File: src/rtl/fifo_apb_adc_if.sv
// fifo_apb_adc_if: bus bundle between an ADC-side producer / APB-side consumer
// and the fifo_apb_adc queue.
//
// Signals:
//   adc_wr_en, adc_data   push request and data (producer -> FIFO)
//   apb_rd_en             pop request (consumer -> FIFO)
//   fifo_clear            synchronous flush (controller -> FIFO)
//   apb_rd_data           show-ahead head-of-queue data (FIFO -> consumer)
//   fifo_full/fifo_empty  occupancy flags
//   fifo_count            stored entries, 0..DEPTH
//   ovf_err, udf_err      sticky error flags, present only with FIFO_APB_ADC_ERR_FLAGS_EN
//
// Modports: master drives requests and observes status; slave is the FIFO.
interface fifo_apb_adc_if #(
  parameter int unsigned DATA_WIDTH = 56,
  parameter int unsigned DEPTH      = 16
);
  localparam int unsigned CountW = $clog2(DEPTH) + 1;

  logic                  adc_wr_en;
  logic [DATA_WIDTH-1:0] adc_data;
  logic                  apb_rd_en;
  logic                  fifo_clear;
  logic [DATA_WIDTH-1:0] apb_rd_data;
  logic                  fifo_full;
  logic                  fifo_empty;
  logic [CountW-1:0]     fifo_count;
`ifdef FIFO_APB_ADC_ERR_FLAGS_EN
  logic                  ovf_err;
  logic                  udf_err;
`endif

  modport master (
    output adc_wr_en,
    output adc_data,
    output apb_rd_en,
    output fifo_clear,
    input  apb_rd_data,
    input  fifo_full,
    input  fifo_empty,
`ifdef FIFO_APB_ADC_ERR_FLAGS_EN
    input  ovf_err,
    input  udf_err,
`endif
    input  fifo_count
  );

  modport slave (
    input  adc_wr_en,
    input  adc_data,
    input  apb_rd_en,
    input  fifo_clear,
    output apb_rd_data,
    output fifo_full,
    output fifo_empty,
`ifdef FIFO_APB_ADC_ERR_FLAGS_EN
    output ovf_err,
    output udf_err,
`endif
    output fifo_count
  );

endinterface

File: src/rtl/fifo_apb_adc.sv
// fifo_apb_adc: single-clock show-ahead FIFO buffering ADC samples for an APB reader.
//
// Ports:
//   clk   rising-edge clock
//   rst   asynchronous active-high reset (pointers cleared, queue emptied)
//   bus   fifo_apb_adc_if.slave: adc_wr_en/adc_data push, apb_rd_en pop,
//         fifo_clear flush, apb_rd_data head data (zero when empty),
//         fifo_full, fifo_empty, fifo_count status.
//
// Optional feature: define FIFO_APB_ADC_ERR_FLAGS_EN to add sticky ovf_err
// (dropped write) and udf_err (ignored read) flags, cleared by rst or fifo_clear.
//
// Pointers carry one extra wrap bit so full and empty are distinguishable
// without a separate counter; fifo_count is the pointer difference.
module fifo_apb_adc #(
  parameter int unsigned DATA_WIDTH = 56,
  parameter int unsigned DEPTH      = 16
) (
  input logic              clk,
  input logic              rst,
  fifo_apb_adc_if.slave    bus
);

  localparam int unsigned AddrW = $clog2(DEPTH);
  localparam int unsigned PtrW  = AddrW + 1;

  if (DEPTH < 2 || (DEPTH & (DEPTH - 1)) != 0) begin : gen_depth_check
    $error("fifo_apb_adc: DEPTH must be a power of two and at least 2");
  end

  logic [DATA_WIDTH-1:0] mem_q [DEPTH];

  logic [PtrW-1:0] wr_ptr_q, wr_ptr_d;
  logic [PtrW-1:0] rd_ptr_q, rd_ptr_d;

  logic [AddrW-1:0] wr_idx;
  logic [AddrW-1:0] rd_idx;

  logic empty;
  logic full;
  logic do_wr;
  logic do_rd;
  logic drop_wr;
  logic drop_rd;

  assign wr_idx = wr_ptr_q[AddrW-1:0];
  assign rd_idx = rd_ptr_q[AddrW-1:0];

  assign empty = (wr_ptr_q == rd_ptr_q);
  assign full  = (wr_idx == rd_idx) && (wr_ptr_q[PtrW-1] != rd_ptr_q[PtrW-1]);

  // A read on a full FIFO frees the slot being written in the same edge, so
  // the write is accepted. A read on an empty FIFO is never accepted, which
  // also covers the write+read-while-empty case (write only).
  assign do_rd   = bus.apb_rd_en && !empty;
  assign do_wr   = bus.adc_wr_en && (!full || do_rd);
  assign drop_wr = bus.adc_wr_en && !do_wr;
  assign drop_rd = bus.apb_rd_en && empty;

  // Pointer next-state; clear overrides any concurrent push/pop.
  always_comb begin
    wr_ptr_d = wr_ptr_q;
    rd_ptr_d = rd_ptr_q;
    if (bus.fifo_clear) begin
      wr_ptr_d = '0;
      rd_ptr_d = '0;
    end else begin
      if (do_wr) begin
        wr_ptr_d = wr_ptr_q + PtrW'(1);
      end
      if (do_rd) begin
        rd_ptr_d = rd_ptr_q + PtrW'(1);
      end
    end
  end

  always_ff @(posedge clk or posedge rst) begin
    if (rst) begin
      wr_ptr_q <= '0;
      rd_ptr_q <= '0;
    end else begin
      wr_ptr_q <= wr_ptr_d;
      rd_ptr_q <= rd_ptr_d;
    end
  end

  // Storage is not reset; the empty gate on apb_rd_data hides stale entries.
  always_ff @(posedge clk) begin
    if (do_wr && !bus.fifo_clear) begin
      mem_q[wr_idx] <= bus.adc_data;
    end
  end

  assign bus.apb_rd_data = empty ? '0 : mem_q[rd_idx];
  assign bus.fifo_empty  = empty;
  assign bus.fifo_full   = full;
  assign bus.fifo_count  = wr_ptr_q - rd_ptr_q;

`ifdef FIFO_APB_ADC_ERR_FLAGS_EN
  logic ovf_q, ovf_d;
  logic udf_q, udf_d;

  always_comb begin
    ovf_d = ovf_q;
    udf_d = udf_q;
    if (bus.fifo_clear) begin
      ovf_d = 1'b0;
      udf_d = 1'b0;
    end else begin
      if (drop_wr) begin
        ovf_d = 1'b1;
      end
      if (drop_rd) begin
        udf_d = 1'b1;
      end
    end
  end

  always_ff @(posedge clk or posedge rst) begin
    if (rst) begin
      ovf_q <= 1'b0;
      udf_q <= 1'b0;
    end else begin
      ovf_q <= ovf_d;
      udf_q <= udf_d;
    end
  end

  assign bus.ovf_err = ovf_q;
  assign bus.udf_err = udf_q;
`else
  // Without the error flags the drop conditions have no consumer.
  logic unused_drop;
  assign unused_drop = drop_wr ^ drop_rd;
`endif

endmodule

File: src/flat_wrapper.sv
// flat-port wrapper written by rule: the top's interface ports become plain ports
module fifo_apb_adc_flat 
#(
  parameter int unsigned DATA_WIDTH = 56,
  parameter int unsigned DEPTH      = 16
)
  (clk, rst, bus_adc_wr_en, bus_adc_data, bus_apb_rd_en, bus_fifo_clear, bus_apb_rd_data, bus_fifo_full, bus_fifo_empty, bus_fifo_count);
  fifo_apb_adc_if #(.DATA_WIDTH(DATA_WIDTH), .DEPTH(DEPTH)) bus_i ();
  input logic clk;
  input logic rst;
  input wire logic [$bits(bus_i.adc_wr_en)-1:0] bus_adc_wr_en;
  input wire logic [$bits(bus_i.adc_data)-1:0] bus_adc_data;
  input wire logic [$bits(bus_i.apb_rd_en)-1:0] bus_apb_rd_en;
  input wire logic [$bits(bus_i.fifo_clear)-1:0] bus_fifo_clear;
  output wire logic [$bits(bus_i.apb_rd_data)-1:0] bus_apb_rd_data;
  output wire logic [$bits(bus_i.fifo_full)-1:0] bus_fifo_full;
  output wire logic [$bits(bus_i.fifo_empty)-1:0] bus_fifo_empty;
  output wire logic [$bits(bus_i.fifo_count)-1:0] bus_fifo_count;
  assign bus_i.adc_wr_en = bus_adc_wr_en;
  assign bus_i.adc_data = bus_adc_data;
  assign bus_i.apb_rd_en = bus_apb_rd_en;
  assign bus_i.fifo_clear = bus_fifo_clear;
  assign bus_apb_rd_data = bus_i.apb_rd_data;
  assign bus_fifo_full = bus_i.fifo_full;
  assign bus_fifo_empty = bus_i.fifo_empty;
  assign bus_fifo_count = bus_i.fifo_count;
  fifo_apb_adc #(.DATA_WIDTH(DATA_WIDTH), .DEPTH(DEPTH)) u_core (.clk(clk), .rst(rst), .bus(bus_i));
endmodule
File: config.mk
export PLATFORM = sky130hd
export DESIGN_NAME = fifo_apb_adc_flat
export DESIGN_NICKNAME = d
export VERILOG_FILES = /design/src/rtl/fifo_apb_adc_if.sv /design/src/rtl/fifo_apb_adc.sv /design/src/flat_wrapper.sv
export SDC_FILE = /design/constraint.sdc
export NUM_CORES = 1
export LEC_CHECK = 0
export BUFFER_PORTS_ARGS = -buffer_cell sky130_fd_sc_hd__buf_2
export CELL_PAD_IN_SITES_DETAIL_PLACEMENT = 0
export CELL_PAD_IN_SITES_GLOBAL_PLACEMENT = 1
export CORE_ASPECT_RATIO = 0.8
export CORE_MARGIN = 4
export CORE_UTILIZATION = 47
export DETAILED_ROUTE_END_ITERATION = 7
export HOLD_SLACK_MARGIN = 0.12
export PLACE_DENSITY = 0.75
export SLEW_MARGIN = 20
export SYNTH_ARGS = -nofsm -noshare
export SYNTH_HDL_FRONTEND = slang
export SYNTH_SLANG_ARGS = --single-unit
File: constraint.sdc
create_clock -name clk -period 9.1 [get_ports clk]
set_input_delay 0 -clock clk [delete_from_list [all_inputs] [get_ports clk]]
set_output_delay 0 -clock clk [all_outputs]
set_load 0.03 [all_outputs]
After elaboration in Yosys (flattened, before gate mapping)
Memories as Yosys holds them, arrays and structs flattened.
Cells that the tools add are included.
{"block": "classes", "n_addsub": 3, "n_div": 0, "reduce_logical": 10, "n_mux": 7, "bitwise_logic": 0, "n_lt_le_gt_ge": 0, "mul": 0, "n_eq_ne": 3, "n_shift": 0}
{"operator": "$mux W56", "count": 1}
{"operator": "$mux W5", "count": 4}
{"operator": "$add A5 B1 Y5 const B", "count": 2}
{"operator": "$eq A5 B5 Y1", "count": 1}
{"operator": "$sub A5 B5 Y5", "count": 1}
{"operator": "$eq A4 B4 Y1", "count": 1}
{"operator": "$logic_and A1 B1 Y1", "count": 4}
{"operator": "$reduce_bool A2 Y1", "count": 2}
{"operator": "$logic_not A1 Y1", "count": 3}
{"operator": "$mux W1", "count": 2}
{"operator": "$logic_or A1 B1 Y1", "count": 1}
{"operator": "$ne A1 B1 Y1", "count": 1}
{"block": "totals", "latchBits": 0, "out_inout_bits": 63, "inputBits": 61, "mem_bits_ro": 0, "mem_count": 1, "ff_bits": 10, "word_cells": 26, "mem_bits_rw": 896}
{"memory": "u_core.mem_q", "depth": 16, "width": 56, "rd": 1, "rd_clocked_by_memory_dff": 0, "write_ports": 1, "line_no": "fifo_apb_adc.sv:31", "source": "logic [DATA_WIDTH-1:0] mem_q [DEPTH];"}

Logic depth before layout (Yosys ltp)
{"block": "depth", "depth_word": 8, "ltp_mapped": 11, "mapped_depth_nobuf": 7}

Worst setup path before layout
OpenSTA, ideal clock, no wires.
{"block": "synth_path", "path_type": "register to register", "start": "reg u_core.rd_ptr_q[2]", "end": "mem u_core.mem_q[4][0], enable pin", "required_time_ns": 8.492, "arrival_time_ns": 7.220, "path_buffers": 4, "path_stages_with_launch": 10, "setup_time_ns": 0.608, "path_slack_ns": 1.272, "period_less_slack_ns": 7.828, "cell_sequence": "dfrtp_1 -> buf_2 -> buf_2 -> buf_1 -> inv_1 -> ha_1 -> nand4_2 -> o31ai_1 -> buf_2 -> nor4_1"}
{"block": "synth_via", "elab_chain_cells": 8, "elab_cells_between_ends": 11, "cone_classes": "2 x eq/ne; 2 x mux; 7 x reduce/logical"}
{"item": "from (decl)", "line_no": "fifo_apb_adc.sv:34", "source": "logic [PtrW-1:0] rd_ptr_q, rd_ptr_d;"}
{"item": "from (signal assigned)", "line_no": "fifo_apb_adc.sv:83", "source": "rd_ptr_q <= rd_ptr_d;"}
{"item": "$eq A5 B5 Y1 or $eq A4 B4 Y1 (tied branches)", "line_no": "fifo_apb_adc.sv:49, fifo_apb_adc.sv:50"}
{"item": "$logic_not A1 Y1 or $logic_and A1 B1 Y1 (tied branches)", "line_no": "fifo_apb_adc.sv:55, fifo_apb_adc.sv:50"}
{"item": "$logic_and A1 B1 Y1 or $logic_not A1 Y1 (tied branches)", "line_no": "fifo_apb_adc.sv:55, fifo_apb_adc.sv:56"}
{"item": "$logic_or A1 B1 Y1 *", "line_no": "fifo_apb_adc.sv:56", "source": "assign do_wr = bus.adc_wr_en && (!full || do_rd);"}
{"item": "$logic_and A1 B1 Y1 *", "line_no": "fifo_apb_adc.sv:56"}
{"item": "$logic_and A1 B1 Y1 *", "line_no": "fifo_apb_adc.sv:89", "source": "if (do_wr && !bus.fifo_clear) begin"}
{"item": "$mux W1 *", "line_no": "fifo_apb_adc.sv:89"}
{"item": "$mux W1 (implied by the code) *", "line_no": "fifo_apb_adc.sv:90", "source": "mem_q[wr_idx] <= bus.adc_data;"}
{"item": "to (decl)", "line_no": "fifo_apb_adc.sv:31"}
Mark *: on every way between the ends. The rest lies on a longest branch, timed or not.

Worst setup path after layout
{"block": "layout_path", "start": "reg u_core.rd_ptr_q[0]", "end": "out bus_apb_rd_data[53]"}
{"block": "layout_via", "elab_chain_cells": 2, "elab_cells_between_ends": 3, "cone_classes": "1 x eq/ne; 1 x mux; 1 x memory"}
{"item": "$mem_v2 Z16 W56 or $eq A5 B5 Y1 (tied branches)"}
{"item": "$mux W56 *", "line_no": "fifo_apb_adc.sv:94", "source": "assign bus.apb_rd_data = empty ? '0 : mem_q[rd_idx];"}
{"item": "to (decl)", "line_no": "flat_wrapper.sv:15", "source": "output wire logic [$bits(bus_i.apb_rd_data)-1:0] bus_apb_rd_data;"}
Marks and branches as above.

==> run metrics <==
fin util=0.549; H-tree lvl count=3; Total GRT Usage=0.193; Layout area overhead=14.8%; relative slew slack=0.265; CTS tree=done; cell chain of the critical path=buf_12 > buf_4 > mux4_2 > nor2b_1 > a221o_1 > buf_2; Post-Route WL=75.0 mm; Vias=16,500; crit path time final=approximately 4600 ps; maximum vdd drop=127 uV; syn_area_per_cell=between 20 and 25 um2; Max Clk Rate=215 MHz; post-cts sizing count=0; Seq/Total Area, Yosys=0.780; Worst Reg-to-Reg Cells=9; Crit Path Max Fanout=93; initial core utilization=0.478; clock-pin slew on the worst setup and hold paths=approximately 60 ps; Clock Sinks=906; vias per inst=5.73; vias in the first global route=17,100; Leakage=12.7 nW; Placer Congestion=0.713; Clock power frac=0.363; max-slew violation count=0; initial antenna violation count=6; required time of the worst setup path=9100 ps; Netlist cell types=33; Setup WS post-layout=4450 ps; WL/cell=26.1 um; Worst Tran Pin Value=1100 ps; Die Ht=about 250 um; Setup crit end=bus_apb_rd_data[53]; Reg2Reg Capture Point=u_core.mem_q[2][22]; crit path launch=u_core.rd_ptr_q[0]; nets=roughly 1,900; Net Sw Power=2.29 mW; Crit path largest cell delay=about 1100 ps; HPWL after detailed placement=36.7 mm; Int Pwr=approximately 7 mW; Core ar.=0.0728 mm2; MaxCap Viol Count=0; Clk Latency, worst-skew pair=approximately 620 ps; Routed Antenna Nets=0; top_reg_cell synth=edfxtp_1; Pre-Repair DR Iteration Count=5; number of synthesized flops with an enable pin=896; port bufs=roughly 120; first-pass GRT wire length=112 mm; arrival time of the worst setup path=4650 ps; Worst path depth=6; cell at the slowest stage of the critical path=dfrtp_4; CTS Buf Count=86; Synth Register Bits=just over 900; Reg2Reg Setup Slack=4460 ps; Final TNS setup=0 ps; sw frac=0.241; Cells after Synth=between 1,500 and 2,000; Rows=88; mapped cell area=0.0348 mm2; Top Ports=about 120; status=complete, no violations; YS warnings=0; Final Skew=10.2 ps; CP Capture Type=output port; syn nets=1,662; WS Path Type=reg -> out; share of cells above drive strength 1=0.279; CP Launch Type=flip-flop; Reg power frac=0.493; largest net degree at the start of global routing=127; Worst R2R Start=u_core.rd_ptr_q[2]; GRT overflow=0; Buf/Inv on CP=3; min-delay worst type=in -> reg; Die Width=about 310 um; asr flop ratio synth=0.0110; CP top delay family=buffers and inverters; Place WS=4920 ps; final-report hold violation count=0; DRC=0; pwr dens=237 mW/mm2; Setup violations, final=0; Min Hold Slack=just over 300 ps; part of the power in combinational logic=0.144; clk buf depth=3; CTS root buf=clkbuf_16; RSZ-0062 raised after global routing=no; period utilization=0.510; Die Area=0.0785 mm2; initial drt markers=1,687
cell usage after synthesis, drive strengths merged, types with 9 or more instances:
cell / n / area, um2
clkbuf: 40 / 150
nand2: 174 / 653
dfrtp: 10 / 250
nor2b: 57 / 357
mux4: 224 / 5040
nor2: 9 / 33.8
buf: 46 / 299
inv: 14 / 52.6
edfxtp: 896 / 26900
a221o: 56 / 561
ha: 9 / 113
nor3: 10 / 50.1
power groups by stage:
stage,clock (mW),combinational [mW],sequential [mW]
after floorplan,0,1.05,4.72
after global placement,0,1.36,4.76
after detailed placement,0,1.37,4.77
after CTS,3.51,1.39,4.68
after global routing,3.69,1.47,4.68
final,3.44,1.36,4.67
through the flow:
step / cells / instance area (um2) / power, mW
floorplan: 1591 / 34800 / 5.76
global route: 2872 / 40000 / 9.84
detailed placement: 2656 / 36600 / 6.13
finish: 2875 / 40000 / 9.48
global placement: 2656 / 36600 / 6.12
CTS: 2871 / 40000 / 9.58
cell type report:
class	instances	area [um2]
fillers	5402	32800
flip-flops and latches	906	27200
multi-input cells	585	7240
clock buffers	104	2280
repair buffers	224	1560
well taps	990	1240
clock inverters	48	409
inverters	14	52.6
diodes	4	10.0
per-layer routing:
layer  up-vias  routed length [um]  GRT usage
met1      8763               31300      0.271
li1       7056                   -          -
met5         -                   0          0
met2       562               37500      0.321
met3        96                5040     0.0335
met4         0                1210     0.0424
registers in the layout, summed over array words and instances, names as in the netlist:
name	count
u_core.mem_q	896
u_core.wr_ptr_q	5
u_core.rd_ptr_q	5
layout by cell type, fill, tap and decap left out, drive strengths merged:
| cell type | instances |
|---|---|
| buf | 161 |
| ha | 9 |
| clkinv | 34 |
| fa | 1 |
| clkinvlp | 5 |
| diode | 4 |
| mux4 | 224 |
| nor3 | 10 |
| a21oi | 6 |
| xnor2 | 6 |
| nor2b | 57 |
| or3 | 4 |
| mux2 | 1 |
| dfrtp | 10 |
| nand2b | 1 |
| edfxtp | 896 |
| o211ai | 2 |
| nand2 | 174 |
| a221o | 56 |
| inv | 16 |
| dlygate4sd3 | 63 |
| nor2 | 9 |
| o21ai | 5 |
| mux2i | 2 |
| a21o | 2 |
| clkbuf | 104 |
| and2 | 4 |
| or2 | 1 |
| nor4 | 5 |
| nand3 | 2 |
| nand4 | 1 |
| o31ai | 1 |
| bufinv | 7 |
| xor2 | 2 |
cell families (layout without fill, tap and decap cells):
| kind of cell | Yosys count | count (layout) | synth area share |
|---|---|---|---|
| flops | 906 | 906 | 0.780 |
| simple gates | 268 | 268 | 0.0348 |
| mux | 227 | 227 | 0.146 |
| buf+inv | 100 | 390 | 0.0144 |
| compound gates | 72 | 72 | 0.0189 |
| fa+ha+maj | 10 | 10 | 0.00381 |
| xor+xnor | 8 | 8 | 0.00201 |
| other cells | 0 | 4 | 0 |
repair_timing:
| action | CTS | global route |
|---|---|---|
| hold buffers | 63 | 0 |
| hold endpoints to repair | 916 | 0 |
| buffers inserted | 0 | 0 |
worst min-delay path by stage:
stage,from,endpoint,slack (ps),depth (start not counted)
global placement,rst,u_core.rd_ptr_q[4],30,2
finish,bus_adc_data[23],u_core.mem_q[6][23],300,2
floorplan,rst,u_core.rd_ptr_q[0],-160,1
global route,bus_adc_data[50],u_core.mem_q[6][50],300,2
CTS,bus_fifo_clear,u_core.rd_ptr_q[4],250,3
detailed placement,rst,u_core.rd_ptr_q[4],30,2
Power figures use the tool's default switching activity.
